`config.mk`:
```
export PLATFORM = sky130hd
export DESIGN_NAME = exc_ctrl
export DESIGN_NICKNAME = d
export VERILOG_FILES = /design/src/rtl/exc_ctrl.sv
export SDC_FILE = /design/constraint.sdc
export NUM_CORES = 1
export LEC_CHECK = 0
export CAP_MARGIN = 10
export CORE_UTILIZATION = 42
export DETAILED_ROUTE_END_ITERATION = 7
export PLACE_DENSITY = 0.92
export SLEW_MARGIN = 20
export SYNTH_ARGS = -nofsm -noshare
export SYNTH_HDL_FRONTEND = slang
export SYNTH_SLANG_ARGS = --single-unit
```
`constraint.sdc`:
```
create_clock -name clk -period 2.6 [get_ports clk]
set_clock_uncertainty 0.15 [all_clocks]
set_input_delay 0.39 -clock clk [delete_from_list [all_inputs] [get_ports clk]]
set_output_delay 0.39 -clock clk [all_outputs]
set_load 0.05 [all_outputs]
```
`src/rtl/exc_ctrl.sv`:
```
// Exception/interrupt sequencing for a single-issue core: sync faults, external IRQ entry, ERET return, double-fault halt.
// Optional two-level nesting of IRQs inside a handler is enabled by defining EXC_NESTED_IRQ_EN.
module exc_ctrl #(
   parameter logic [63:0] EXC_VECTOR = 64'h0000_0000_0000_00D8
) (
   input  logic        clk,
   input  logic        reset,
   input  logic        ExtIRQ,
   input  logic        NotAnInstr,
   input  logic        ERet,
   input  logic [63:0] PC,
   output logic        PCRedirect,
   output logic [63:0] PCTarget,
   output logic        Flush,
   output logic        ExcAck,
   output logic        ExtIAck,
   output logic [63:0] ELR,
   output logic [3:0]  ESR,
   output logic        InHandler,
   output logic        DoubleFault
);

   typedef enum logic [2:0] {S_RUN, S_ENTER, S_HANDLER, S_RETURN, S_HALT} state_t;

   state_t      state, state_nxt;
   logic        irq_pend, cause_irq, cause_nxt, df_nxt;
   logic [63:0] elr_nxt;
   logic [3:0]  esr_nxt;
`ifdef EXC_NESTED_IRQ_EN
   logic [63:0] elr2, elr2_nxt;
   logic [3:0]  esr2, esr2_nxt;
   logic        depth, depth_nxt, hexec, hexec_nxt;
`endif

   always_comb begin
      state_nxt  = state;
      elr_nxt    = ELR;
      esr_nxt    = ESR;
      cause_nxt  = cause_irq;
      df_nxt     = DoubleFault;
      PCRedirect = 1'b0;
      PCTarget   = '0;
      Flush      = 1'b0;
      ExcAck     = 1'b0;
      ExtIAck    = 1'b0;
`ifdef EXC_NESTED_IRQ_EN
      elr2_nxt   = elr2;
      esr2_nxt   = esr2;
      depth_nxt  = depth;
      hexec_nxt  = hexec;
`endif
      case (state)
         S_RUN: begin
            // ERET outside a handler is treated as a sync fault, same as a bad opcode
            if (NotAnInstr || ERet) begin
               Flush = 1'b1; elr_nxt = PC; esr_nxt = 4'b0010; cause_nxt = 1'b0; state_nxt = S_ENTER;
            end else if (irq_pend || ExtIRQ) begin
               Flush = 1'b1; elr_nxt = PC; esr_nxt = 4'b0001; cause_nxt = 1'b1; state_nxt = S_ENTER;
            end
         end
         S_ENTER: begin
            PCRedirect = 1'b1;
            PCTarget   = EXC_VECTOR;
            ExcAck     = 1'b1;
            Flush      = 1'b1;
            ExtIAck    = cause_irq;
            state_nxt  = S_HANDLER;
`ifdef EXC_NESTED_IRQ_EN
            hexec_nxt  = 1'b0;
`endif
         end
         S_HANDLER: begin
`ifdef EXC_NESTED_IRQ_EN
            hexec_nxt = 1'b1;
`endif
            if (NotAnInstr) begin
               Flush = 1'b1; state_nxt = S_HALT; df_nxt = 1'b1; esr_nxt = 4'b1000;
            end else if (ERet) begin
               state_nxt = S_RETURN;
            end
`ifdef EXC_NESTED_IRQ_EN
            else if (hexec && (irq_pend || ExtIRQ)) begin
               Flush = 1'b1;
               if (depth) begin
                  // no third save slot: a third-level event is fatal
                  state_nxt = S_HALT; df_nxt = 1'b1; esr_nxt = 4'b1000;
               end else begin
                  elr2_nxt = ELR; esr2_nxt = ESR; elr_nxt = PC; esr_nxt = 4'b0001;
                  cause_nxt = 1'b1; depth_nxt = 1'b1; state_nxt = S_ENTER;
               end
            end
`endif
         end
         S_RETURN: begin
            PCRedirect = 1'b1;
            PCTarget   = ELR;
            Flush      = 1'b1;
            state_nxt  = S_RUN;
`ifdef EXC_NESTED_IRQ_EN
            if (depth) begin
               elr_nxt = elr2; esr_nxt = esr2; depth_nxt = 1'b0; hexec_nxt = 1'b1; state_nxt = S_HANDLER;
            end
`endif
         end
         S_HALT: begin
            PCRedirect = 1'b1;
            PCTarget   = PC;
            Flush      = 1'b1;
         end
         default: state_nxt = S_RUN;
      endcase
      InHandler = (state == S_HANDLER);
      // reset cycle: nothing leaves the block, so no acknowledge can slip out mid-sequence
      if (reset) begin
         PCRedirect = 1'b0; PCTarget = '0; Flush = 1'b0; ExcAck = 1'b0; ExtIAck = 1'b0; InHandler = 1'b0;
      end
   end

   always_ff @(posedge clk) begin
      if (reset) begin
         state       <= S_RUN;
         irq_pend    <= 1'b0;
         cause_irq   <= 1'b0;
         ELR         <= '0;
         ESR         <= '0;
         DoubleFault <= 1'b0;
`ifdef EXC_NESTED_IRQ_EN
         elr2 <= '0; esr2 <= '0; depth <= 1'b0; hexec <= 1'b0;
`endif
      end else begin
         state       <= state_nxt;
         irq_pend    <= ExtIRQ | (irq_pend & ~ExtIAck);
         cause_irq   <= cause_nxt;
         ELR         <= elr_nxt;
         ESR         <= esr_nxt;
         DoubleFault <= df_nxt;
`ifdef EXC_NESTED_IRQ_EN
         elr2 <= elr2_nxt; esr2 <= esr2_nxt; depth <= depth_nxt; hexec <= hexec_nxt;
`endif
      end
   end

endmodule

```
==> reports/results.tsv <==
metric	value	unit
crit_arrival	1.94	ns
relSlewSlack	60.5	%
postRouteAntennaNets	0	
grt_overflow	0	
synth_edf_count	0	
finalSetupViolations	0	
io_pins	207	
cts_setup_buffers	0	
max_freq	402	MHz
worstSkewPairLatency	0.33	ns
slowest_delay	0.42	ns
busiest_layer	met2	
syn_inst	485	
htreeDepth	3	
syn_area_per_cell	7.77	um2
rsz0062_at_grt	no	
hold_violations	0	
ctsResizeCount	2	
tightestPinTransition	0.587	ns
peakVddDrop	0.474	mV
crit_fanout	32	
yosys_warnings	0	
final_nets	737	
clk_pin_slew	0.08	ns
min_period	2.48	ns
n_antenna_cell	0	
core	8720	um2
leakage	2.48	nW
path_class	reg -> out	
die_area	9360	um2
crit_path_end_kind	primary output	
vias	4149	
synth.largest_area_cell	dfxtp_1	
dp_hpwl	8110	um
cts_root_buf	clkbuf_8	
worstSetupStartpointType	register	
first_pass_iters	5	
setup-tns-final	0	ns
yosysSeqAreaShare	38.8	%
synth.most_common_cell	nand2_1	
synthTopCellsByArea	dfxtp_1 39%, mux2i_1 17%, nand2_1 13%, a22oi_1 12%, nor2_1 6.3%	
synth_top_family_by_area	simple AND/OR/NAND/NOR gates	
wirelength	11000	um
hold_buffers	0	
synthArstFlopShare	0	%
syn2layout_area_growth	60.2	%
vias_per_cell	5.32	
crit_buf_inv	2	
grt_max_degree	134	
ys_top_cells_by_count	135 x nand2_1, 73 x dfxtp_1, 65 x mux2i_1	
pre_cts_slack	0.185	ns
synth_area	3770	um2
timing.final.crit_share	95.6	%
max-cap-violations	0	
yosysUniqueCellTypes	35	
rows	34	
drt_iter0_drc	198	
grt_use_met3	4.77	%
setup_slack	0.115	ns
p_per_area	657	nW/um2
fill_cells	695	
drc	0	
cpLargestDelayFamily	buffers and inverters	
track_usage	22.7	%
run_status	completed	
hold_path_class	reg -> reg	
crit_required	2.06	ns
grtUsageMet2	41.3	%
cts_buffers	9	
synth-seq-cells	73	
grt_pass1_vias	3961	
antenna_found_initial	0	
crit_chain	nor3b_4 > buf_4 > nand2_1 > a21oi_1 > buf_12	
worst_path_max_delay_cell	dfxtp_2	
cts_tree	done	
synth_fa_ha_area_share	0	%
cts.sinks	73	
portBuffers	205	
initial_utilization	43.2	%
synth-simple-area-share	23.4	%
cts_buffer_depth	2	
synth_mux_area_share	17.3	%
yosys.area_share.xor_xnor	0	%
drive_above_1_share	15.5	%
wire_per_inst	14.1	um
grt_pass1_wl	18100	um
yosysTopAreaCellShare	38.8	%
use_met1	26.1	%
synthFlopType	dfxtp_1	
place_congestion	0.841	
synth_compound_area_share	14.7	%
synth_fp_nets	554	
die_w	96.7	um
dieHeight	96.7	um
slew_violations	0	
## cell usage in the layout, fill, tap and decap left out, types with 3 or more instances in the layout
cell / synthesis / routed
a21oi_1: 8 / 8
a22oi_1: 60 / 60
buf_12: 0 / 11
buf_4: 3 / 71
clkbuf_1: 28 / 3
clkbuf_8: 0 / 9
clkdlybuf4s50_1: 0 / 136
dfxtp_1: 73 / 72
mux2i_1: 65 / 65
nand2_1: 135 / 135
nor2_1: 63 / 63
o21ai_0: 4 / 4
## where the power goes
part,internal [mW],total [mW],switching (mW)
sequential,1.28,1.42,0.140
combinational,0.659,1.73,1.07
clock,0.438,0.822,0.383
total,2.38,3.97,1.59
## cell type report
cell class | count | area [um2] | area share, %
flip-flops and latches | 73 | 1460 | 24.2
multi-input cells | 362 | 2130 | 35.3
well taps | 108 | 135 | 2.24
repair buffers | 218 | 2110 | 35.0
inverters | 4 | 16.3 | 0.269
clock inverters | 3 | 42.5 | 0.704
clock buffers | 12 | 135 | 2.24
## per-layer routing
metal  wire length (um)  part of all wire, %
met3                672                  6.1
met1               4450                   40
met2               5730                   52
met4                153                  1.4
met5                  0                    0
## final timing paths
path	endpoint	from	slack, ns	cells past startpoint
max	PCTarget[6]	state[1]$_SDFFE_PP0P_	0.12	5
min	DoubleFault$_SDFFE_PP0P_	DoubleFault$_SDFFE_PP0P_	0.30	2
max reg2reg	ELR[26]$_SDFFE_PP0N_	state[0]$_SDFFE_PP0P_	0.86	4
min reg2reg	DoubleFault$_SDFFE_PP0P_	DoubleFault$_SDFFE_PP0P_	0.30	2
## flip-flops by register name (all words and copies together) (netlist names)
| register | cells |
|---|---|
| ELR | 64 |
| ESR | 3 |
| state | 3 |
| DoubleFault | 1 |
| cause_irq | 1 |
| irq_pend | 1 |
## kinds of logic after synthesis
| family | after synthesis |
|---|---|
| buffers and inverters | 50 |
| multiplexers | 65 |
| AND/OR/NAND/NOR | 218 |
| AO/OA/AOI/OAI | 78 |
| other | 1 |
| flip-flops | 73 |
## tightest hold or removal path: stages, from the launching register on
cell     delay (ns)
dfxtp_1        0.31
inv_1          0.05
a21oi_1        0.05
## metrics by stage
stage | power (mW) | util, % | std cells | instance area [um2] | hold slack [ns]
floorplan | 2.55 | - | 485 | 3780 | 0.323
finish | 3.97 | 69.3 | 780 | 6040 | 0.300
CTS | 4.00 | 69.3 | 780 | 6040 | 0.299
global placement | 3.13 | 67.1 | 765 | 5860 | 0.287
detailed placement | 3.17 | 67.1 | 765 | 5860 | 0.287
global route | 4.15 | 69.3 | 780 | 6040 | 0.334
Power figures use the tool's default switching activity.
